===== src/rtl/tlb.sv =====
// tlb: 16-entry fully-associative MIPS32 joint TLB with CP0 side-band.
// Executes TLBWI/TLBWR/TLBR/TLBP via a two-state FSM and provides two
// translation ports (s0 fetch, s1 data/probe).
// Optional macro TLB_LOOKUP_REG_EN registers the lookup outputs (1-cycle
// latency); TLBP then uses a separate unregistered probe compare.
module tlb #(
  parameter int unsigned TLBNUM = 16
) (
  input  logic        clk,
  input  logic        rst,
  input  logic        op_valid,
  input  logic [1:0]  op_type,
  output logic        op_ready,
  output logic        op_done,
  output logic        tlb_busy,
  input  logic [31:0] EntryHi_out,
  input  logic [31:0] EntryLo0_out,
  input  logic [31:0] EntryLo1_out,
  input  logic [31:0] Index_out,
  input  logic [31:0] Random_out,
  output logic        EntryHi_Wren,
  output logic        EntryLo0_Wren,
  output logic        EntryLo1_Wren,
  output logic        Index_Wren,
  output logic [31:0] EntryHi_in,
  output logic [31:0] EntryLo0_in,
  output logic [31:0] EntryLo1_in,
  output logic [31:0] Index_in,
  output logic        s1_found,
  input  logic [31:0] s0_vaddr,
  input  logic [31:0] s1_vaddr,
  output logic        s0_found,
  output logic [31:0] s0_paddr,
  output logic [2:0]  s0_c,
  output logic        s0_d,
  output logic        s0_v,
  output logic [31:0] s1_paddr,
  output logic [2:0]  s1_c,
  output logic        s1_d,
  output logic        s1_v,
  output logic [3:0]  s1_index
);

  typedef enum logic {S_IDLE = 1'b0, S_EXEC = 1'b1} state_e;
  typedef enum logic [1:0] {
    OP_TLBWI = 2'b00,
    OP_TLBWR = 2'b01,
    OP_TLBR  = 2'b10,
    OP_TLBP  = 2'b11
  } op_e;

  state_e r_state;
  state_e w_next;
  op_e    r_op;
  logic   w_we;

  // Per-entry storage; a page word is {PFN[19:0], C[2:0], D, V}.
  logic [18:0] r_vpn2 [TLBNUM];
  logic [7:0]  r_asid [TLBNUM];
  logic        r_g    [TLBNUM];
  logic [24:0] r_pg0  [TLBNUM];
  logic [24:0] r_pg1  [TLBNUM];

  logic [3:0]  w_widx;
  logic [3:0]  w_ridx;
  logic        w_pr_exec;
  logic [31:0] w_s1_va;

  logic [TLBNUM-1:0] w_s0_hit;
  logic [TLBNUM-1:0] w_s1_hit;
  logic [TLBNUM-1:0] w_pr_hit;
  logic        w_s0_found, w_s1_found, w_pr_found;
  logic [3:0]  w_s0_idx, w_s1_idx, w_pr_idx;
  logic [24:0] w_s0_pg, w_s1_pg;
  logic [31:0] w_s0_paddr, w_s1_paddr;

  // State register and latched operation type.
  always_ff @(posedge clk or negedge rst) begin
    if (!rst) begin
      r_state <= S_IDLE;
      r_op    <= OP_TLBWI;
    end else begin
      r_state <= w_next;
      if (r_state == S_IDLE && op_valid) r_op <= op_e'(op_type);
    end
  end

  // Next-state decode and per-operation strobes.
  always_comb begin
    w_next        = r_state;
    op_ready      = 1'b0;
    op_done       = 1'b0;
    w_we          = 1'b0;
    EntryHi_Wren  = 1'b0;
    EntryLo0_Wren = 1'b0;
    EntryLo1_Wren = 1'b0;
    Index_Wren    = 1'b0;
    case (r_state)
      S_IDLE: begin
        op_ready = 1'b1;
        if (op_valid) w_next = S_EXEC;
      end
      S_EXEC: begin
        op_done = 1'b1;
        w_next  = S_IDLE;
        case (r_op)
          OP_TLBWI, OP_TLBWR: w_we = 1'b1;
          OP_TLBR: begin
            EntryHi_Wren  = 1'b1;
            EntryLo0_Wren = 1'b1;
            EntryLo1_Wren = 1'b1;
          end
          default: Index_Wren = 1'b1;
        endcase
      end
      default: w_next = S_IDLE;
    endcase
  end

  assign tlb_busy  = ~op_ready;
  assign w_pr_exec = (r_state == S_EXEC) && (r_op == OP_TLBP);
  assign w_widx    = (r_op == OP_TLBWR) ? Random_out[3:0] : Index_out[3:0];
  assign w_ridx    = Index_out[3:0];

  // Entry array: cleared on reset, written at the edge ending a TLBW EXEC.
  always_ff @(posedge clk or negedge rst) begin
    if (!rst) begin
      for (int unsigned i = 0; i < TLBNUM; i++) begin
        r_vpn2[i] <= '0;
        r_asid[i] <= '0;
        r_g[i]    <= 1'b0;
        r_pg0[i]  <= '0;
        r_pg1[i]  <= '0;
      end
    end else if (w_we) begin
      r_vpn2[w_widx] <= EntryHi_out[31:13];
      r_asid[w_widx] <= EntryHi_out[7:0];
      r_g[w_widx]    <= EntryLo0_out[0] & EntryLo1_out[0];
      r_pg0[w_widx]  <= EntryLo0_out[25:1];
      r_pg1[w_widx]  <= EntryLo1_out[25:1];
    end
  end

  // TLBR read-back reassembles the CP0 register layouts.
  assign EntryHi_in  = {r_vpn2[w_ridx], 5'b0, r_asid[w_ridx]};
  assign EntryLo0_in = {6'b0, r_pg0[w_ridx], r_g[w_ridx]};
  assign EntryLo1_in = {6'b0, r_pg1[w_ridx], r_g[w_ridx]};
  assign Index_in    = {28'b0, w_pr_idx};

`ifdef TLB_LOOKUP_REG_EN
  assign w_s1_va = s1_vaddr;
`else
  // During TLBP EXEC the s1 port is borrowed for the probe compare.
  assign w_s1_va = w_pr_exec ? {EntryHi_out[31:13], 13'b0} : s1_vaddr;
`endif

  for (genvar g = 0; g < TLBNUM; g++) begin : g_hit
    assign w_s0_hit[g] = (r_vpn2[g] == s0_vaddr[31:13]) &&
                         (r_g[g] || r_asid[g] == EntryHi_out[7:0]);
    assign w_s1_hit[g] = (r_vpn2[g] == w_s1_va[31:13]) &&
                         (r_g[g] || r_asid[g] == EntryHi_out[7:0]);
    assign w_pr_hit[g] = (r_vpn2[g] == EntryHi_out[31:13]) &&
                         (r_g[g] || r_asid[g] == EntryHi_out[7:0]);
  end

  // Priority-encode each hit vector to its lowest set index.
  always_comb begin
    w_s0_found = 1'b0;
    w_s1_found = 1'b0;
    w_pr_found = 1'b0;
    w_s0_idx   = '0;
    w_s1_idx   = '0;
    w_pr_idx   = '0;
    for (int unsigned i = 0; i < TLBNUM; i++) begin
      if (w_s0_hit[i] && !w_s0_found) begin
        w_s0_found = 1'b1;
        w_s0_idx   = 4'(i);
      end
      if (w_s1_hit[i] && !w_s1_found) begin
        w_s1_found = 1'b1;
        w_s1_idx   = 4'(i);
      end
      if (w_pr_hit[i] && !w_pr_found) begin
        w_pr_found = 1'b1;
        w_pr_idx   = 4'(i);
      end
    end
  end

  // Select the even/odd page of the hit entry; a miss yields all zeros.
  always_comb begin
    w_s0_pg = '0;
    w_s1_pg = '0;
    if (w_s0_found) w_s0_pg = s0_vaddr[12] ? r_pg1[w_s0_idx] : r_pg0[w_s0_idx];
    if (w_s1_found) w_s1_pg = w_s1_va[12]  ? r_pg1[w_s1_idx] : r_pg0[w_s1_idx];
  end

  assign w_s0_paddr = w_s0_found ? {w_s0_pg[24:5], s0_vaddr[11:0]} : '0;
  assign w_s1_paddr = w_s1_found ? {w_s1_pg[24:5], w_s1_va[11:0]}  : '0;

`ifdef TLB_LOOKUP_REG_EN
  logic        r_s0_found, r_s1_found;
  logic [31:0] r_s0_paddr, r_s1_paddr;
  logic [2:0]  r_s0_c, r_s1_c;
  logic        r_s0_d, r_s1_d, r_s0_v, r_s1_v;
  logic [3:0]  r_s1_index;

  // Registered lookup results, one cycle behind the vaddr inputs.
  always_ff @(posedge clk or negedge rst) begin
    if (!rst) begin
      r_s0_found <= 1'b0;
      r_s1_found <= 1'b0;
      r_s0_paddr <= '0;
      r_s1_paddr <= '0;
      r_s0_c     <= '0;
      r_s1_c     <= '0;
      r_s0_d     <= 1'b0;
      r_s1_d     <= 1'b0;
      r_s0_v     <= 1'b0;
      r_s1_v     <= 1'b0;
      r_s1_index <= '0;
    end else begin
      r_s0_found <= w_s0_found;
      r_s1_found <= w_s1_found;
      r_s0_paddr <= w_s0_paddr;
      r_s1_paddr <= w_s1_paddr;
      r_s0_c     <= w_s0_pg[4:2];
      r_s1_c     <= w_s1_pg[4:2];
      r_s0_d     <= w_s0_pg[1];
      r_s1_d     <= w_s1_pg[1];
      r_s0_v     <= w_s0_pg[0];
      r_s1_v     <= w_s1_pg[0];
      r_s1_index <= w_s1_idx;
    end
  end

  assign s0_found = r_s0_found;
  assign s0_paddr = r_s0_paddr;
  assign s0_c     = r_s0_c;
  assign s0_d     = r_s0_d;
  assign s0_v     = r_s0_v;
  // Probe result bypasses the register so CP0 sees it within EXEC.
  assign s1_found = w_pr_exec ? w_pr_found : r_s1_found;
  assign s1_paddr = r_s1_paddr;
  assign s1_c     = r_s1_c;
  assign s1_d     = r_s1_d;
  assign s1_v     = r_s1_v;
  assign s1_index = w_pr_exec ? w_pr_idx : r_s1_index;
`else
  assign s0_found = w_s0_found;
  assign s0_paddr = w_s0_paddr;
  assign s0_c     = w_s0_pg[4:2];
  assign s0_d     = w_s0_pg[1];
  assign s0_v     = w_s0_pg[0];
  assign s1_found = w_s1_found;
  assign s1_paddr = w_s1_paddr;
  assign s1_c     = w_s1_pg[4:2];
  assign s1_d     = w_s1_pg[1];
  assign s1_v     = w_s1_pg[0];
  assign s1_index = w_s1_idx;
`endif

  logic w_unused_bits;
  assign w_unused_bits = ^{EntryHi_out[12:8], EntryLo0_out[31:26], EntryLo1_out[31:26],
                           Index_out[31:4], Random_out[31:4], w_pr_found};

endmodule


===== config.mk =====
export PLATFORM = sky130hd
export DESIGN_NAME = tlb
export DESIGN_NICKNAME = d
export VERILOG_FILES = /design/src/rtl/tlb.sv
export SDC_FILE = /design/constraint.sdc
export NUM_CORES = 2
export LEC_CHECK = 0
export BUFFER_PORTS_ARGS = -buffer_cell sky130_fd_sc_hd__buf_2
export CAP_MARGIN = 15
export CORE_MARGIN = 3
export CORE_UTILIZATION = 51
export DETAILED_ROUTE_END_ITERATION = 12
export PLACE_DENSITY = 0.66
export SLEW_MARGIN = 10
export SYNTH_ARGS = -nofsm -noshare
export SYNTH_HDL_FRONTEND = slang
export SYNTH_SLANG_ARGS = --single-unit

===== constraint.sdc =====
create_clock -name clk -period 8.4 [get_ports clk]
set_input_delay 1.68 -clock clk [delete_from_list [all_inputs] [get_ports clk]]
set_output_delay 1.68 -clock clk [all_outputs]
set_load 0.02 [all_outputs]

== Yosys cells after proc, flatten, opt, wreduce, memory -nomap -nowiden ==
Cells that the tools add are included.
Cells by class
  order comparisons: 5
  equality and inequality tests: 67
  multiplexer cells: 150
  bitwise operators: 6
  reductions and logical operators: 160
Operator list (number)
  $eq A19 B19 Y1: 48
  $bwmux W400: 2
  $bmux W25 S4: 6
  $mux W25: 17
  $bwmux W304: 1
  $mux W4: 43
  $bwmux W128: 1
  $eq A8 B8 Y1: 16
  $demux W25 S4: 1
  $logic_and A1 B1 Y1: 96
  $mux W32: 3
  $bmux W19 S4: 1
  $demux W19 S4: 1
  $mux W1: 62
  $mux W19: 3
  $logic_not A1 Y1: 45
  $bmux W8 S4: 1
  $demux W8 S4: 1
  $mux W8: 3
  $ge A5 B5 Y1 const B: 4
  $not A4 Y5: 4
  $bwmux W16: 1
  $logic_or A1 B1 Y1: 16
  $lt A5 B1 Y1 const B: 1
  other kinds (10): 11
Storage, ports and cells
  register bits after elaboration: 1251
  output and inout bits: 215

== Longest topological paths before layout ==
  depth after elaboration: 58
  gate-level depth with buffers: 22

== Worst setup path before layout ==
OpenSTA, ideal clock, no wires.
  kind: input to output
  from: in s0_vaddr[24]
  to: out s0_c[0]
  arrival time: 5868 ps
  slack: 852 ps
  cell stages on the path: 18
  path buffers: 5
  cell sequence: clkbuf_1 buf_2 xor2_1 nor4_1 nand2_1 or4_1 a21oi_1 o21ai_0 a21bo_2 nand2_1 and2_1 buf_2 buf_2 clkbuf_1 nand2_1 a31oi_1 a21oi_1 a2111oi_0
On the way
  word-level cells in the longest chain between the ends: 54
Ends and longest elaborated chain
  start, declared: line 30  | input logic [31:0] s0_vaddr,
  $eq A19 B19 Y1: line 158  | assign w_s0_hit[g] = (r_vpn2[g] == s0_vaddr[31:13]) &&
  $logic_and A1 B1 Y1: line 158
  $mux W1: line 175  | if (w_s0_hit[i] && !w_s0_found) begin
  $logic_not A1 Y1: line 175
  $logic_and A1 B1 Y1: line 175
  $mux W1: line 175
  $logic_not A1 Y1: line 175
  $logic_and A1 B1 Y1: line 175
  (+37 left out)
  $logic_not A1 Y1: line 175
  $logic_and A1 B1 Y1: line 175
  $mux W4: line 175
  $not A4 Y5 (not written as such): line 194  | if (w_s0_found) w_s0_pg = s0_vaddr[12] ? r_pg1[w_s0_idx] : r_pg0[w_s0_idx];
  $bmux W25 S4: line 194
  $mux W25 (not written as such) (2 in a row): line 194
  $mux W25: line 194
  $mux W25 *: line 194
  end, declared: line 34  | output logic [2:0] s0_c,
Every way passes the cells marked *; elsewhere a longest branch is shown, timed or not. The select of a mux whose other input is x is not followed.

== Final worst setup path ==
  from: in EntryHi_out[24]
  to: out s1_paddr[30]
On the way
  word-level cells in the longest chain between the ends: 56
Ends and longest elaborated chain
  start, declared: line 16  | input logic [31:0] EntryHi_out,
  $mux W32 *: line 154  | assign w_s1_va = w_pr_exec ? {EntryHi_out[31:13], 13'b0} : s1_vaddr;
  $eq A19 B19 Y1: line 160  | assign w_s1_hit[g] = (r_vpn2[g] == w_s1_va[31:13]) &&
  $logic_and A1 B1 Y1: line 160
  $mux W1: line 179  | if (w_s1_hit[i] && !w_s1_found) begin
  $logic_not A1 Y1: line 179
  $logic_and A1 B1 Y1: line 179
  $mux W1: line 179
  $logic_not A1 Y1: line 179
  (+38 left out)
  $logic_not A1 Y1: line 179
  $logic_and A1 B1 Y1: line 179
  $mux W4: line 179
  $not A4 Y5 (not written as such): line 195  | if (w_s1_found) w_s1_pg = w_s1_va[12] ? r_pg1[w_s1_idx] : r_pg0[w_s1_idx];
  $bmux W25 S4: line 195
  $mux W25 (not written as such) (2 in a row): line 195
  $mux W25 (2 in a row): line 195
  $mux W32 *: line 199  | assign w_s1_paddr = w_s1_found ? {w_s1_pg[24:5], w_s1_va[11:0]} : '0;
  end, declared: line 37  | output logic [31:0] s1_paddr,
Marked as above.

==> out/results.env <==
OUTCOME='finished with violations'
FAILED_CHECKS='negative setup slack'
CTS_MAX_PATH_BUFFERS=3
SETUP_SKEW_NS=0.03302
SYNTH.AREA.TOP_CELLS='dfrtp_1, mux2_2, mux4_2'
SYNTH-ASYNC-RESET-RATIO_PCT=100.0
WORST_EP_REQUIRED_TIME_NS=6.72
TOTAL_POWER_mW=26.97
POWER.INTERNAL_mW=16.49
DETAIL_ROUTE.ITER0.VIOLATIONS=12192
VIAS=77181
YOSYSTOPAREACELL='dfrtp_1'
DRC=0
DOMINANTREGCELLSYNTH='dfrtp_1'
FINALNONFILLERCELLS=10667
CTS_TREE='built'
CTS-HTREE-LEVELS=4
NETSWITCHINGFRACTION_PCT=38.86
SYNTH_CELL_TYPES=106
SYNTH_EDF_COUNT=0
HOLD_VIOLATIONS=0
FLOORPLAN.CORE_AREA_SQ_MM=0.1659
R2R.WORST_PATH.CELLS=7
NUMPORTBUFFERS=325
CLKSLEWWORSTSETUPHOLDPATHS_NS=0.06
CRITICAL_PATH_DATA_ARRIVAL_TIME_NS=6.81
GP_CONGESTION=1.088
ANT_NETS=0
FINAL_NETS=8574
SYNTH_LARGEST_TYPE_AREA_FRACTION_PCT=36.52
INITIAL_ANTENNA_VIOLATION_COUNT=50
CTS.SINK_COUNT=1251
DP_HPWL_UM=295400
CRIT_FANOUT=5
STARTPOINT_TYPE='primary input'
CELLPOWERDENSITY_mW_PER_MM2=263.8
REL_SLEW_SLACK_PCT=15.18
LAYOUT-AREA-OVERHEAD-VS-SYNTH_PCT=19.26
HOLD_PATH_DEPTH=2
DIEAREA_SQ_MM=0.1731
CTS-BUFFERS-INSERTED=149
CLOCK_POWER_SHARE_PCT=24.9
WIRE_PER_INST_UM=40.20
ACHIEVABLE-FREQUENCY_MHz=117.8
FLOORPLAN.DIE.HEIGHT_UM=416.0
DIE_W_UM=416.0
NETLIST_AREA_SQ_MM=0.08573
TIMING_WORST_SETUP_PATH_TYPE='primary input to output port'
CLOCK-ROOT-BUFFER='clkbuf_16'
MAXCAPVIOLCOUNT=0
CLK_LATENCY_NS=0.84
FINAL-MAX-SLEW-VIOLATION-COUNT=0
INITIAL_CORE_UTIL_PCT=51.67
GRT_MAX_DEGREE=188
SETUP_VIOLATIONS=7
FIRST_PASS_ITERS=10
DETAIL_ROUTE.VIAS_PER_CELL=7.235
CRITICAL_PATH.ENDPOINT_TYPE='output port'
WORST_SLEW_PIN_SLEW_NS=1.272
NUM_ROWS=149
SYNTHCELLS=7740
GRT_SETUP_UNREPAIRED='yes'
GRT-OVFL-TOTAL=0
POST_SYNTH_MOST_FREQUENT_CELLS='dfrtp_1, mux2_2, nand2_1, xor2_1, clkbuf_1'
GRT_PASS1_VIAS=73588
FINAL_PERIOD_MINUS_WORST_SETUP_SLACK_NS=8.488
POSTSYNTHAREAPERCELL_SQ_UM=11.08
MIN_PATH_TYPE='flip-flop to flip-flop'
SYNTH-SEQ-CELLS=1251
LAYOUT-DRIVE-GT1-SHARE_PCT=39.06
PERIOD_UTILIZATION_PCT=101.1
WL_UM=428800
TOTAL_LEAKAGE_POWER_nW=44.67
WORST_IR_DROP_VDD_mV=0.2437
SEQ_POWER_SHARE_PCT=40.9
SWITCHING_POWER_mW=10.48
SYNTH_MOST_COMMON_CELL='dfrtp_1'
BOUNDARYPINS=444
MIN_SETUP_SLACK_POST_ROUTE_NS=-0.08841
HOLD_WS_NS=0.5277
GLOBALROUTETOTALUTIL_PCT=48.17
COMB_POWER_SHARE_PCT=34.2
GRT_FIRST_PASS_WIRELENGTH_UM=589500
NUMBER_OF_SYNTHESIS_WARNINGS=0
LAYOUT.CORE_UTILIZATION_PCT=61.62
SEQUENTIAL_SHARE_OF_THE_SYNTHESIZED_AREA_PCT=36.52
NUMBER_OF_PLACED_INSTANCES_WITH_TAPS_INCLUDED=10345
[registers in the layout (all words and copies together), names as in the netlist]
| register | count |
|---|---|
| r_pg1 | 400 |
| r_vpn2 | 304 |
| r_asid | 128 |
| r_pg0 | 400 |
| r_op | 2 |
| tlb_busy | 1 |
| r_g | 16 |
[stage by stage]
| stage | cell area [sq um] | worst slack, ns | setup TNS (ns) |
|---|---|---|---|
| global route | 102200 | -0.03655 | -0.1520 |
| finish | 102200 | -0.08841 | -0.2744 |
| detailed placement | 95870 | -0.4378 | -5.768 |
| CTS | 101300 | 0.002463 | 0 |
| floorplan | 85890 | 0.8516 | 0 |
| global placement | 95870 | -0.3422 | -3.363 |
[timing repair]
action                     in CTS  in global routing
setup endpoints to repair      42                 48
resized for setup              70                139
hold buffers                    0                  0
hold endpoints to repair        0                  0
buffers inserted                9                 25
cloned                          3                  3
pin swaps                      14                 45
[critical path: stages]
cell and delay [ns]:
buf_2 0.16, buf_12 0.17, mux2i_4 0.50, buf_4 0.22, xor2_1 0.14, o211ai_1 0.15
or4_4 0.58, nor4_4 0.31, buf_4 0.21, buf_4 0.11, nor2_1 0.05, and2_1 0.28
o21bai_4 0.52, buf_4 0.27, buf_4 0.14, a311oi_1 0.10, nor3_2 0.64, o22ai_1 0.17
buf_4 0.20, buf_2 0.16
[placed cells by master, fill, tap and decap left out, types with 37 or more instances in the layout]
cell type     n
and4_1       82
mux2_2     1164
a31oi_1      83
clkbuf_1     37
xnor2_1     268
buf_12      184
mux2i_1     308
mux4_2      436
o21ai_1      56
nand2_1     658
nor2_1       80
buf_2       302
inv_1       120
nor2b_1      47
a21oi_1      96
nand3_1     121
nor4_1      174
xor2_1      610
or4_1        37
dfrtp_1    1250
clkbuf_16   154
conb_1       45
o31a_1       78
a211oi_1     87
nand4_1      82
buf_4       732
o22ai_1     120
o21ai_0     242
nor3_1       56
o2111ai_1    69
[layer usage]
layer  routed length (um)  track usage (%)  vias to the layer above
met5                  173                0                        -
met1               161900            63.99                    39467
met2               173300            65.83                     6126
met3                62800            19.19                     1437
met4                30540            28.96                       28
li1                     -                -                    30123
[cells by family (layout without fill, tap and decap cells)]
logic type      after synthesis  in the layout  synth area share [%]
mux                        1930           1930                 30.75
other cells                   1             71              0.004374
flops                      1251           1251                 36.52
xor+xnor                    878            878                 8.970
simple gates               1527           1527                 9.109
compound gates             1173           1175                 9.716
buf+inv                     980           1646                 4.936
[worst paths after layout]
| kind | start | to | slack [ns] |
|---|---|---|---|
| max | EntryHi_out[24] | s1_paddr[30] | -0.09 |
| min | r_g[14] | r_g[14] | 0.53 |
| max reg2reg | r_op[1] | r_pg0[176] | 4.08 |
| min reg2reg | r_g[14] | r_g[14] | 0.53 |
| max in group asynchronous | rst | r_pg0[176] | 5.62 |
| min in group asynchronous | rst | r_vpn2[163] | 0.82 |
[power groups by stage]
stage	combinational (mW)	sequential (mW)	clock, mW
floorplan	5.94	9.60	0
global placement	8.59	10.8	0
finish	9.22	11.0	6.71
CTS	8.85	10.8	6.74
detailed placement	8.74	10.9	0
global route	9.65	11.1	6.98
[cell type report]
class / count / area, sq um
multi-input cells: 5555 / 51440
fillers: 13514 / 63690
clock inverters: 40 / 551.8
inverters: 126 / 480.5
flip-flops and latches: 1251 / 31310
clock buffers: 218 / 4342
diodes: 26 / 65.06
repair buffers: 1262 / 11310
well taps: 2189 / 2739
(Power assumes the default switching activity.)
